### config.mk
export PLATFORM = sky130hd
export DESIGN_NAME = seq_addsub_flags_flat
export DESIGN_NICKNAME = d
export VERILOG_FILES = /design/src/rtl/seq_addsub_flags_if.sv /design/src/rtl/seq_addsub_flags.sv /design/src/flat_wrapper.sv
export SDC_FILE = /design/constraint.sdc
export NUM_CORES = 1
export LEC_CHECK = 0
export BUFFER_PORTS_ARGS = -buffer_cell sky130_fd_sc_hd__buf_2
export CAP_MARGIN = 40
export CORE_UTILIZATION = 50
export DETAILED_ROUTE_END_ITERATION = 8
export HOLD_SLACK_MARGIN = 0.12
export PLACE_DENSITY = 0.82
export SLEW_MARGIN = 0
export SYNTH_ARGS = -nofsm -noshare
export SYNTH_HDL_FRONTEND = slang
export SYNTH_SLANG_ARGS = --single-unit
### constraint.sdc
create_clock -name clk -period 3.9 [get_ports clk]
set_clock_uncertainty 0.05 [all_clocks]
set_input_delay 0.39 -clock clk [delete_from_list [all_inputs] [get_ports clk]]
set_output_delay 0.39 -clock clk [all_outputs]
set_load 0.02 [all_outputs]
### src/rtl/seq_addsub_flags_if.sv
// seq_addsub_flags_if: start/busy/done handshake and operand/result bus for seq_addsub_flags
// Signals: start, op[1:0], a[N-1:0], b[N-1:0], cin (requester -> unit);
//          busy, done, s[N-1:0], status[3:0] = {C,Z,N,V} (unit -> requester)
// Modports: master = requester (control FSM), slave = the add/sub unit
interface seq_addsub_flags_if #(parameter int N = 32);
   logic         start;
   logic [1:0]   op;
   logic [N-1:0] a;
   logic [N-1:0] b;
   logic         cin;
   logic         busy;
   logic         done;
   logic [N-1:0] s;
   logic [3:0]   status;
   modport master (output start, op, a, b, cin, input busy, done, s, status);
   modport slave (input start, op, a, b, cin, output busy, done, s, status);
endinterface

### src/rtl/seq_addsub_flags.sv
// seq_addsub_flags: slice-serial ADD/ADC/SUB/SBC producing a registered result and {C,Z,N,V} flags
// Ports: clk, rst (async, active-high), bus (seq_addsub_flags_if.slave):
//        start/op/a/b/cin in, busy/done/s/status out; status = {C,Z,N,V}
// Optional: define SEQ_ADDSUB_SAT_EN to saturate s to signed limits on overflow
module seq_addsub_flags #(
   parameter int N     = 32,
   parameter int SLICE = 8
) (
   input logic                clk,
   input logic                rst,
   seq_addsub_flags_if.slave  bus
);
   localparam int K  = N / SLICE;
   localparam int IW = (K > 1) ? $clog2(K) : 1;
   localparam logic [0:0] IDLE = 1'b0;
   localparam logic [0:0] RUN  = 1'b1;

   logic [0:0]   state_q, state_d;
   logic [N-1:0] a_q, a_d, b_q, b_d, acc_q, acc_d, s_q, s_d;
   logic [IW-1:0] idx_q, idx_d;
   logic         carry_q, carry_d, zero_q, zero_d, done_q, done_d;
   logic [3:0]   status_q, status_d;
   logic [SLICE:0] sum;
   logic [N-1:0] res, fin;
   logic         last, z_raw, z_fin, v, a_msb;

   // Operands shift right each slice, so the current slice always sits in the low bits;
   // on the last slice the low-slice MSB is operand bit N-1.
   always_comb begin
      sum   = {1'b0, a_q[SLICE-1:0]} + {1'b0, b_q[SLICE-1:0]} + {{SLICE{1'b0}}, carry_q};
      res   = (acc_q >> SLICE) | (N'(sum[SLICE-1:0]) << (N - SLICE));
      last  = idx_q == IW'(K - 1);
      a_msb = a_q[SLICE-1];
      z_raw = zero_q & (sum[SLICE-1:0] == '0);
      v     = (a_msb == b_q[SLICE-1]) && (res[N-1] != a_msb);
`ifdef SEQ_ADDSUB_SAT_EN
      fin   = v ? (a_msb ? {1'b1, {(N-1){1'b0}}} : {1'b0, {(N-1){1'b1}}}) : res;
      z_fin = v ? (fin == '0) : z_raw;
`else
      fin   = res;
      z_fin = z_raw;
`endif
      state_d  = state_q;
      a_d      = a_q;
      b_d      = b_q;
      acc_d    = acc_q;
      idx_d    = idx_q;
      carry_d  = carry_q;
      zero_d   = zero_q;
      done_d   = 1'b0;
      s_d      = s_q;
      status_d = status_q;
      if (state_q == IDLE) begin
         if (bus.start) begin
            state_d = RUN;
            a_d     = bus.a;
            b_d     = bus.b ^ {N{bus.op[1]}};
            // ADD->0, ADC->cin, SUB->1, SBC->cin; cin never selected for ADD/SUB
            carry_d = bus.op[0] ? bus.cin : bus.op[1];
            idx_d   = '0;
            acc_d   = '0;
            zero_d  = 1'b1;
         end
      end else begin
         a_d     = a_q >> SLICE;
         b_d     = b_q >> SLICE;
         acc_d   = res;
         carry_d = sum[SLICE];
         zero_d  = z_raw;
         idx_d   = idx_q + 1'b1;
         if (last) begin
            state_d  = IDLE;
            done_d   = 1'b1;
            s_d      = fin;
            status_d = {sum[SLICE], z_fin, fin[N-1], v};
         end
      end
   end

   always_ff @(posedge clk or posedge rst) begin
      if (rst) begin
         state_q  <= IDLE;
         a_q      <= '0;
         b_q      <= '0;
         acc_q    <= '0;
         idx_q    <= '0;
         carry_q  <= 1'b0;
         zero_q   <= 1'b0;
         done_q   <= 1'b0;
         s_q      <= '0;
         status_q <= '0;
      end else begin
         state_q  <= state_d;
         a_q      <= a_d;
         b_q      <= b_d;
         acc_q    <= acc_d;
         idx_q    <= idx_d;
         carry_q  <= carry_d;
         zero_q   <= zero_d;
         done_q   <= done_d;
         s_q      <= s_d;
         status_q <= status_d;
      end
   end

   assign bus.busy   = state_q == RUN;
   assign bus.done   = done_q;
   assign bus.s      = s_q;
   assign bus.status = status_q;
endmodule

### src/flat_wrapper.sv
// flat-port wrapper written by rule: the top's interface ports become plain ports
module seq_addsub_flags_flat 
#(
   parameter int N     = 32,
   parameter int SLICE = 8
)
  (clk, rst, bus_start, bus_op, bus_a, bus_b, bus_cin, bus_busy, bus_done, bus_s, bus_status);
  seq_addsub_flags_if #(.N(N)) bus_i ();
  input logic clk;
  input logic rst;
  input wire logic [$bits(bus_i.start)-1:0] bus_start;
  input wire logic [$bits(bus_i.op)-1:0] bus_op;
  input wire logic [$bits(bus_i.a)-1:0] bus_a;
  input wire logic [$bits(bus_i.b)-1:0] bus_b;
  input wire logic [$bits(bus_i.cin)-1:0] bus_cin;
  output wire logic [$bits(bus_i.busy)-1:0] bus_busy;
  output wire logic [$bits(bus_i.done)-1:0] bus_done;
  output wire logic [$bits(bus_i.s)-1:0] bus_s;
  output wire logic [$bits(bus_i.status)-1:0] bus_status;
  assign bus_i.start = bus_start;
  assign bus_i.op = bus_op;
  assign bus_i.a = bus_a;
  assign bus_i.b = bus_b;
  assign bus_i.cin = bus_cin;
  assign bus_busy = bus_i.busy;
  assign bus_done = bus_i.done;
  assign bus_s = bus_i.s;
  assign bus_status = bus_i.status;
  seq_addsub_flags #(.N(N), .SLICE(SLICE)) u_core (.clk(clk), .rst(rst), .bus(bus_i));
endmodule
# Word-level counts from Yosys, hierarchy flattened

Index checks and enable logic that the tools add are counted.

Flip-flop bits (word level): 138
Memory bits (read-only): 0
Memories: 0
Latch bits: 0
Bits in writable memories: 0
Output and inout bits: 38
Logic and storage cells: 41

Bitwise operators: 3
Magnitude comparators: 0
Add/subtract/negate cells: 3
Eq/ne operators: 3
Divide/modulo/power cells: 0
$mul: 0
Reductions and logical operators: 4
Shifts and indexed selects: 0
Muxes and demuxes: 18

Operator list:

| cell                                         | count |
|---|---|
| two-way mux 32 bit                           | 6 |
| bitwise OR 24 x 32 -> 32 bit                 | 1 |
| XOR 32 bit                                   | 1 |
| two-way mux 1 bit                            | 10 |
| adder 8 x 8 -> 9 bit                         | 1 |
| adder 9 x 1 -> 9 bit                         | 1 |
| logical NOT 8 bit                            | 1 |
| two-way mux 2 bit                            | 2 |
| adder 2 x 1 -> 2 bit (second input constant) | 1 |
| == test 2 bit (second input constant)        | 1 |
| AND reduction 2 bit                          | 1 |
| nonzero test 2 bit                           | 1 |
| bitwise AND 1 bit                            | 1 |
| == test 1 bit                                | 1 |
| logical AND 1 bit                            | 1 |
| inequality test 1 bit                        | 1 |

# Logic depth before layout (Yosys ltp)

Gate-level depths: netlist of the first run.

Word-level depth: 5
Depth in mapped cells: 9
Gate-level depth less buffers: 9

# Least setup slack after synthesis of the first run

Ideal clock, no wire load.

Kind: flip-flop to flip-flop
From: reg u_core.carry_q
To: reg u_core.status_q[2] (netlist: u_core.bus.status[2])
Buffers on the path: 0
Setup slack: 1.310 ns
Arrival time: 2.466 ns
Cell stages (with the launch flop): 10
Data required time: 3.776 ns
Cell sequence: dfrtp_1 inv_1 fa_1 fa_1 nand2b_1 a21oi_1 xor2_1 or3_1 or4_4 o21ai_2

Cells in the longest elaborated chain, start to end: 3

RTL lines:

| element                  | line                    | source |
|---|---|---|
| start: declaration       | seq_addsub_flags.sv:21  | `logic carry_q, carry_d, zero_q, zero_d, done_q, done_d;` |
| start signal: assignment | seq_addsub_flags.sv:98  | `carry_q <= carry_d;` |
| adder 9 x 1 -> 9 bit     | seq_addsub_flags.sv:30  | `sum = {1'b0, a_q[SLICE-1:0]} + {1'b0, b_q[SLICE-1:0]} + {{SLICE{1'b0}}, carry_q};` |
| logical NOT 8 bit        | seq_addsub_flags.sv:34  | `z_raw = zero_q & (sum[SLICE-1:0] == '0);` |
| bitwise AND 1 bit        | seq_addsub_flags.sv:34  |  |
| end signal: assignment   | seq_addsub_flags.sv:102 | `status_q <= status_d;` |
| end: declaration         | seq_addsub_flags.sv:22  | `logic [3:0] status_q, status_d;` |

Every way passes these cells.
A chain may end at the register's enable or synchronous reset.

# Worst setup path in the final report of the first run

Ends and elaborated chain as after synthesis.

==> results of run 1 <==
[cells in the mapped netlist]
master    number
o22ai_1        2
mux2i_1       35
xnor2_1       33
ha_1           8
dfrtp_1      129
a31o_2         1
o21ai_2        2
clkinv_1       2
inv_2          1
a21oi_1       30
xor2_1         5
a22o_1         1
nand4_1        1
or3_1          2
a21o_1         3
o211ai_1       1
buf_1          4
nand2_1      101
nor2b_1        1
o21ai_0       74
nor2_1        49
a221oi_1       1
buf_4          1
clkbuf_1      32
inv_1          8
fa_1           2
o31ai_1        1
mux2_2        30
or4_4          2
nand2b_1       2
nor3_1         2
o21ai_1        1
nand3_1        1
buf_2          3
a211oi_1       9
[cell type report]
| class | instances | area [um^2] |
|---|---|---|
| clock buffers | 21 | 450.4 |
| clock inverters | 8 | 42.54 |
| fillers | 903 | 4378 |
| inverters | 11 | 43.79 |
| multi-input cells | 400 | 2486 |
| flip-flops and latches | 129 | 3232 |
| well taps | 143 | 178.9 |
| repair buffers | 116 | 655.6 |
[per-stage QoR]
stage                     setup slack, ns  hold WS [ns]  std cells  instance area (um^2)
final                               1.104        0.1911        828                  7089
after global routing                1.022        0.1968        828                  7089
after CTS                           1.093        0.1806        828                  7089
after detailed placement            1.121        0.2417        798                  6586
after global placement              1.232        0.4103        795                  6516
after floorplan                   0.01901        0.3992        580                  5913
[cells by family after synthesis]
kind of cell | synth area share
xor+xnor | 0.05628
mux | 0.1164
fa+ha+maj | 0.02370
buf+inv | 0.03364
simple gates | 0.1079
flops | 0.5459
compound gates | 0.1162
[state kept, by name, summed over array words and instances (netlist names)]
register           flops
u_core.carry_q         1
u_core.idx_q           2
u_core.bus.s          31
u_core.acc_q          24
u_core.bus.status      4
u_core.a_q            32
u_core.bus.done        1
u_core.bus.busy        1
u_core.b_q            32
u_core.zero_q          1
[timing repair]
item,in CTS,in global routing
hold endpoints to repair,71,0
hold buffers,1,0
gates resized for setup,0,0
endpoints found under the setup margin,0,0
[critical path: cells and delay by family, from the launching register on]
family | cells | cell delay, ns
adders and majority gates | 2 | 0.86
and+or+nand+nor | 3 | 0.99
xor gates and xnor gates | 1 | 0.12
buffers and inverters | 1 | 0.06
AOI/OAI and AO/OA | 2 | 0.31
DFF | 1 | 0.34
[power breakdown]
part	internal (uW)	switching (uW)	total, uW
Combinational	718	1010	1730
Clock	807	519	1330
Sequential	1860	370	2230
[routing by layer]
metal,GRT usage,vias up,wire (um)
met4,0.06311,0,251
met3,0.05631,17,536
met5,0,-,0
met1,0.2742,2113,5477
li1,-,2144,-
met2,0.3371,115,5829
[how the worst max path moves through the flow]
| stage | endpoint | depth (start not counted) |
|---|---|---|
| finish | u_core.bus.status[2]$_DFFE_PP0P_ | 9 |
| global route | u_core.bus.status[2]$_DFFE_PP0P_ | 9 |
| global placement | u_core.bus.status[2]$_DFFE_PP0P_ | 9 |
| detailed placement | u_core.bus.status[2]$_DFFE_PP0P_ | 9 |
| CTS | u_core.bus.status[2]$_DFFE_PP0P_ | 9 |
| floorplan | u_core.a_q[0]$_DFFE_PP0P_ | 1 |
==> flow_summary.yaml, run 1 <==
status:
  outcome: "finished, final reports clean"
critical_path:
  crit_chain: "inv_1, fa_1, fa_1, nand2b_1, a21oi_1, xor2_1, or3_1, or4_4, o21ai_2"
  arrival_ns: 3.07
  endpoint_kind: "register"
  reg2reg_depth: 9
  reg2reg_slack_ns: 1.10
  cp_max_fo: 3
  cp.required_ns: 4.17
  timing.rr.start: "u_core.carry_q$_DFFE_PP0P_"
  rr_endpoint: "u_core.bus.status[2]$_DFFE_PP0P_"
  cpPeakStageDelay_ns: 0.45
  worstSetupStartpointType: "register"
  path_class: "register to register"
  crit_slowest_cell: "fa_1"
  crit_path_frequent_cell: "fa_1"
  critPathLaunch: "u_core.carry_q$_DFFE_PP0P_"
logic_synthesis:
  synth_top_area_frac: 0.5459
  netlist_instances: 580
  synth_nets: 660
  synth_top_cell_by_area: "dfrtp_1"
  synth_cell_types: 35
  ys_seq_area_frac: 0.5459
  synthTopCellsByArea: "dfrtp_1 55%, nand2_1 6.4%, o21ai_0 6.3%"
  synth.cell_area_um2: 5913
  synth_area_per_cell_um2: 10.20
  yosysWarnings: 0
  ys_ff_latch: 129
layout:
  layout_common_cells: "128 x dfrtp_1, 106 x buf_2, 101 x nand2_1"
  nNetsFinal: 755
  final_common_cell: "dfrtp_1"
  antennaDiodeCount: 0
  fin_util: 0.6182
  layout-drive-gt1-share: 0.2613
  area_delta_synth_final_pct: 19.89
floorplanning:
  core_area_um2: 11470
  initial_core_util: 0.5157
  ioPinCount: 108
  die_w_um: 110.8
  die_h_um: 110.8
  row_count: 39
  die_area_um2: 12270
min_path:
  hp-start: "bus_a[30]"
  min_path_type: "input pin to register"
  whs_endpoint: "u_core.a_q[30]$_DFFE_PP0P_"
  hold_depth: 3
detailed_routing:
  drc: 0
  drtIter0Drc: 221
  viasPerCell: 5.301
  wl_per_cell_um: 14.61
  num_vias: 4389
  wl_um: 12090
  ant_nets: 0
  drtPass1Iterations: 4
cts:
  h-tree-depth: 4
  post-cts-setup-buffer-count: 0
  clock-sinks: 129
  cts_buffers: 17
  clkTransAtPathRegs_ns: 0.05
  worstSkewPairLatency_ns: 0.40
  cts_tree: "built"
  clockBufferDepth: 2
  root_buffer: "clkbuf_16"
power:
  ir_worst_vdd_mv: 0.6553
  power.density_nw_per_um2: 745.5
  power_uw: 5285
  cellLeakagePower_uw: 0.003444
grt:
  grt_pass1_wl_um: 20420
  grt-ovfl-total: 0
  antenna_found_initial: 0
  grt_max_degree: 89
  grt_use_total: 0.2081
  grt_pass1_vias: 4216
sta:
  setup_tns_ns: 0
  max_freq_mhz: 357.6
  layout_min_cycle_time_ns: 2.796
  relSlewSlack: 0.4128
  rsz0062_at_grt: "no"
  period_share: 0.7170
  finalSetupViolCount: 0
  drv_slew: 0
  finalHoldViolCount: 0
  worstMarginPinSlew_ns: 0.8807
flow_run:
  maxCapViolations: 0
placed_design:
  gp_congestion: 0.8034
  dp_hpwl_um: 8359
  io_buffers: 107
No activity file was read; power rests on OpenSTA's default activity.
==> inputs of run 2 (changes only) <==
- clock period: 3.9 -> 2.5 ns (I/O delays scaled with it)
==> run 2 against run 1 <==
  * The flow now finishes with violations (negative setup slack)
  * Register-to-register slack worse by 1.2 ns
  * Setup slack worse by 1.2 ns
  * Total power is 68% higher
  * Hold slack worse by 0.071 ns
  * Cell count is 5.1% higher
  * Clock-buffer cell count is 2 lower
  * Critical path type unchanged
  * Largest cell class unchanged
==> flow_summary.yaml, run 2 (same netlist as run 1, synthesis figures left out) <==
cts:
  clockBufferDepth: 2
  cts_buffers: 17
  cts_tree: "built"
  clkTransAtPathRegs_ns: 0.06
  root_buffer: "clkbuf_16"
  worstSkewPairLatency_ns: 0.42
  h-tree-depth: 4
  clock-sinks: 129
power:
  power.density_nw_per_um2: 1172
  ir_worst_vdd_mv: 0.9118
  cellLeakagePower_uw: 0.003644
min_path:
  min_path_type: "input pin to register"
critical_path:
  cp_max_fo: 2
  endpoint_kind: "register"
  cp.required_ns: 2.79
  worstSetupStartpointType: "register"
  arrival_ns: 2.85
  path_class: "register to register"
  reg2reg_slack_ns: -0.06
flow_run:
  maxCapViolations: 0
floorplanning:
  row_count: 39
  ioPinCount: 108
  die_h_um: 110.8
  die_w_um: 110.8
  initial_core_util: 0.5157
  core_area_um2: 11470
  die_area_um2: 12270
sta:
  finalSetupViolCount: 2
  worstMarginPinSlew_ns: 0.7722
  relSlewSlack: 0.4845
  max_freq_mhz: 390.7
  worst_slack_ns: -0.05933
  finalHoldViolCount: 0
  layout_min_cycle_time_ns: 2.559
  period_share: 1.024
  rsz0062_at_grt: "yes"
  drv_slew: 0
status:
  outcome: "finished with violations"
  violations: "negative setup slack"
placed_design:
  io_buffers: 107
  gp_congestion: 0.8057
  dp_hpwl_um: 8230
  placed_area_um2: 6616
  dp.cells: 802
layout:
  stdcell_count: 870
  area_delta_synth_final_pct: 28.40
  fillers: 848
  antennaDiodeCount: 0
  final_common_cell: "dfrtp_1"
  layout-drive-gt1-share: 0.2696
  layout_common_cells: "128 x dfrtp_1, 106 x buf_2, 101 x nand2_1"
  nNetsFinal: 794
  fin_area_um2: 7592
grt:
  grt-ovfl-total: 0
  grt_use_total: 0.2270
  antenna_found_initial: 0
  grt_pass1_vias: 4679
  grt_max_degree: 130
  grt_pass1_wl_um: 21890
detailed_routing:
  drc: 0
  drtIter0Drc: 305
  viasPerCell: 5.336
  wl_per_cell_um: 15.30
  num_vias: 4642
  wl_um: 13320
  drtPass1Iterations: 4
  ant_nets: 0
-- run 2: changes by cell type in the layout (fill, tap and decap cells not counted), moves of 3 or more --
cell | before | now
clkinvlp_4 | 1 | 7
buf_12 | 0 | 3
bufinv_16 | 0 | 3
buf_4 | 6 | 12
clkinv_2 | 7 | 2
dlygate4sd3_1 | 1 | 34
-- run 2: final timing paths --
kind                       depth (start not counted)                          endpoint                  startpoint
max                                                9  u_core.bus.status[2]$_DFFE_PP0P_   u_core.a_q[0]$_DFFE_PP0P_
max reg2reg                                        9  u_core.bus.status[2]$_DFFE_PP0P_   u_core.a_q[0]$_DFFE_PP0P_
min in group asynchronous                          4      u_core.bus.s[13]$_DFFE_PP0P_                         rst
min reg2reg                                        2        u_core.b_q[20]$_DFFE_PP0P_  u_core.b_q[28]$_DFFE_PP0P_
min                                                3        u_core.a_q[10]$_DFFE_PP0P_                   bus_a[10]
max in group asynchronous                          4         u_core.bus.busy$_DFF_PP0_                         rst
-- run 2: cell type report --
cell class	count	area, um^2	area share
inverter	11	45.04	0.005933
multi-input combinational	400	2510	0.3306
clock buffer	19	442.9	0.05834
sequential	129	3232	0.4257
tap	143	178.9	0.02357
clock inverter	13	162.7	0.02142
timing repair buffer	155	1021	0.1345
-- run 2: per-layer routing --
metal	routed length (um)	track usage	vias up
li1	-	-	2222
met1	5597	0.2722	2255
met2	6665	0.3793	137
met3	647	0.06616	28
met4	403	0.1004	0
met5	0	0	-
-- run 2: what timing repair did --
item                                    CTS  global route
cloned                                    0             0
pin swaps                                 1             0
hold endpoints to repair                162             0
hold buffers                             34             0
resized for setup                         3             0
endpoints found under the setup margin    2             2
setup buffers                             0             2
-- run 2: report_power, final --
group          internal (uW)  switching, uW  total (uW)
clock network           1590            910        2500
logic                   1270           1710        2980
registers               2900            525        3420
total                   5750           3150        8900
-- run 2: per-stage QoR --
step / worst slack [ns] / utilization / TNS [ns] / total power (uW) / hold slack (ns)
2_1_floorplan: 0.02813 / - / 0 / 5353 / 0.3564
4_1_cts: -0.03727 / 0.6608 / -0.05823 / 8935 / 0.1228
3_5_place_dp: -0.06427 / 0.5770 / -0.1155 / 6303 / 0.4159
5_1_grt: -0.1582 / 0.6621 / -0.2933 / 9443 / 0.1249
3_3_place_gp: -0.006455 / 0.5770 / -0.006455 / 6144 / 0.4103
6_report: -0.05933 / 0.6621 / -0.1053 / 8901 / 0.1205
-- run 2: critical path, stage by stage, from the launching register on --
cell      delay [ns]
dfrtp_1         0.36
inv_2           0.05
fa_2            0.40
fa_2            0.36
nand2b_4        0.16
a21oi_2         0.13
xor2_1          0.09
or3_1           0.34
or4_4           0.43
o21ai_2         0.12
==> inputs of run 3 (changes only) <==
- CELL_PAD_IN_SITES_DETAIL_PLACEMENT: unset -> 1
- CELL_PAD_IN_SITES_GLOBAL_PLACEMENT: unset -> 2
- CORE_UTILIZATION: 50 -> 32
==> run 3 against run 2 <==
  * The run still ends with negative setup slack left
  * Cell count is 10% higher
  * Sequential power barely moved
  * Combinational power rose by 3%
  * Clock-buffer cell count stayed put
  * Die area rose by 55%
  * Clock power rose by 2%
  * Critical path depth is the same
  * Fmax increased by 0.96%
  * Non-clock buffer count increased by 3
  * Total power increased by 1.3%
  * Critical path type unchanged
  * Largest cell class unchanged
==> flow_summary.yaml, run 3 (same netlist as run 1, synthesis figures left out) <==
critical_path:
  cp.depth: 9
  endpoint_kind: "register"
  reg2reg_slack_ns: -0.03
  arrival_ns: 2.83
  crit_family: "simple AND/OR/NAND/NOR gates"
  crit_slowest_cell: "or4_4"
  cp.required_ns: 2.80
  timing.rr.start: "u_core.carry_q$_DFFE_PP0P_"
  crit_buf_inv: 1
  crit_path_frequent_cell: "fa_2"
  path_class: "register to register"
  reg2reg_depth: 9
  crit_chain: "inv_2, fa_2, fa_2, nand2b_4, a21oi_2, xor2_1, or3_1, or4_4, o21ai_2"
  rr_endpoint: "u_core.bus.status[2]$_DFFE_PP0P_"
  worstSetupStartpointType: "register"
  cpPeakStageDelay_ns: 0.43
  cp_max_fo: 2
power:
  power.density_nw_per_um2: 1162
  cellLeakagePower_uw: 0.003678
  ir_worst_vdd_mv: 0.7056
layout:
  fin_area_um2: 7755
  layout-drive-gt1-share: 0.2699
  layout_common_cells: "128 x dfrtp_1, 106 x buf_2, 101 x nand2_1"
  regArea_um2: 3232
  final_common_cell: "dfrtp_1"
  multiInputGateArea_um2: 2514
  antennaDiodeCount: 0
  fillers: 2044
  area_delta_synth_final_pct: 31.15
  nNetsFinal: 797
cts:
  worstSkewPairLatency_ns: 0.42
  root_buffer: "clkbuf_16"
  clockBufferDepth: 2
  clkTransAtPathRegs_ns: 0.06
  h-tree-depth: 4
  cts_tree: "built"
  cts_buffers: 17
  clock-sinks: 129
sta:
  max_freq_mhz: 394.5
  rsz0062_at_grt: "yes"
  worst_slack_ns: -0.03490
  worstMarginPinSlew_ns: 0.7216
  finalHoldViolCount: 0
  period_share: 1.014
  finalSetupViolCount: 2
  layout_min_cycle_time_ns: 2.535
  drv_slew: 0
  setup_tns_ns: -0.04190
  relSlewSlack: 0.5190
floorplanning:
  die_area_um2: 19030
  ioPinCount: 108
  core_area_um2: 18020
  die_h_um: 137.9
  initial_core_util: 0.3281
  row_count: 49
  die_w_um: 137.9
detailed_routing:
  wl_per_cell_um: 15.45
  ant_nets: 0
  drc: 0
  wl_um: 14810
  viasPerCell: 4.745
  drtPass1Iterations: 3
  num_vias: 4550
  drtIter0Drc: 220
min_path:
  whs_endpoint: "u_core.a_q[21]$_DFFE_PP0P_"
  min_path_type: "input pin to register"
  hold_depth: 3
  hp-start: "bus_a[21]"
grt:
  grt_pass1_vias: 4886
  grt_use_total: 0.1688
  grt_pass1_wl_um: 24360
  antenna_found_initial: 1
  grt-ovfl-total: 0
  grt_max_degree: 137
placed_design:
  dp_hpwl_um: 9587
  placed_area_um2: 6736
  gp_congestion: 0.7492
  io_buffers: 107
status:
  outcome: "finished with violations"
  violations: "negative setup slack"
flow_run:
  maxCapViolations: 0
run 3: cell count changes in the layout (fill, tap and decap cells not counted):
cell / before / now
clkbuf_1: 1 / 0
clkinvlp_4: 7 / 5
clkinv_2: 2 / 3
mux2_4: 0 / 1
buf_12: 3 / 4
mux2_2: 30 / 29
clkbuf_8: 1 / 2
clkinv_4: 2 / 3
buf_4: 12 / 11
dlygate4sd3_1: 34 / 37
run 3: per-layer routing:
metal,vias to the layer above,wire length (um),track usage,part of all wire
li1,2221,-,-,-
met3,20,561,0.04240,0.038
met1,2218,6713,0.2049,0.45
met2,89,7218,0.2853,0.49
met5,-,13,0,0.00088
met4,2,306,0.06763,0.021
run 3: area by class of cell:
type / count / share of cell area
Tap cell: 229 / 0.03695
Multi-Input combinational cell: 400 / 0.3241
Clock inverter: 13 / 0.02081
Timing Repair Buffer: 158 / 0.1371
Sequential cell: 129 / 0.4167
Inverter: 11 / 0.005808
Clock buffer: 19 / 0.05841
run 3: where the power goes:
group | internal (uW) | switching (uW) | leakage, uW
clock | 1620 | 943 | 0.000291
sequential | 2900 | 499 | 0.00168
combinational | 1290 | 1770 | 0.00171
total | 5800 | 3220 | 0.00368
run 3: repair_timing:
item                                    CTS  global route
hold buffers                             37             0
gates resized for setup                   3             1
endpoints found under the hold margin   165             0
setup buffers                             3             0
endpoints found under the setup margin    2             3
run 3: worst max-delay path by stage:
stage	startpoint	endpoint	slack, ns
after detailed placement	u_core.carry_q$_DFFE_PP0P_	u_core.bus.status[2]$_DFFE_PP0P_	-0.07
after floorplan	u_core.carry_q$_DFFE_PP0P_	u_core.bus.status[2]$_DFFE_PP0P_	0.03
after CTS	u_core.carry_q$_DFFE_PP0P_	u_core.bus.status[2]$_DFFE_PP0P_	-0.05
final	u_core.carry_q$_DFFE_PP0P_	u_core.bus.status[2]$_DFFE_PP0P_	-0.03
after global placement	u_core.carry_q$_DFFE_PP0P_	u_core.bus.status[2]$_DFFE_PP0P_	-0.03
after global routing	u_core.carry_q$_DFFE_PP0P_	u_core.bus.status[2]$_DFFE_PP0P_	-0.15
run 3: stage by stage:
stage,hold WS [ns],power [uW],setup WS [ns],utilization,instances
global route,0.1447,9659,-0.1539,0.4302,959
floorplan,0.3564,5353,0.02813,-,580
CTS,0.1206,9171,-0.04870,0.4304,960
finish,0.1180,9014,-0.03490,0.4302,959
detailed placement,0.4194,6420,-0.07299,0.3737,888
global placement,0.4119,6258,-0.02660,0.3737,888
run 3: worst min-delay path: stages:
cell and delay (ns):
buf_2 0.08, mux2i_1 0.06, o21ai_0 0.16
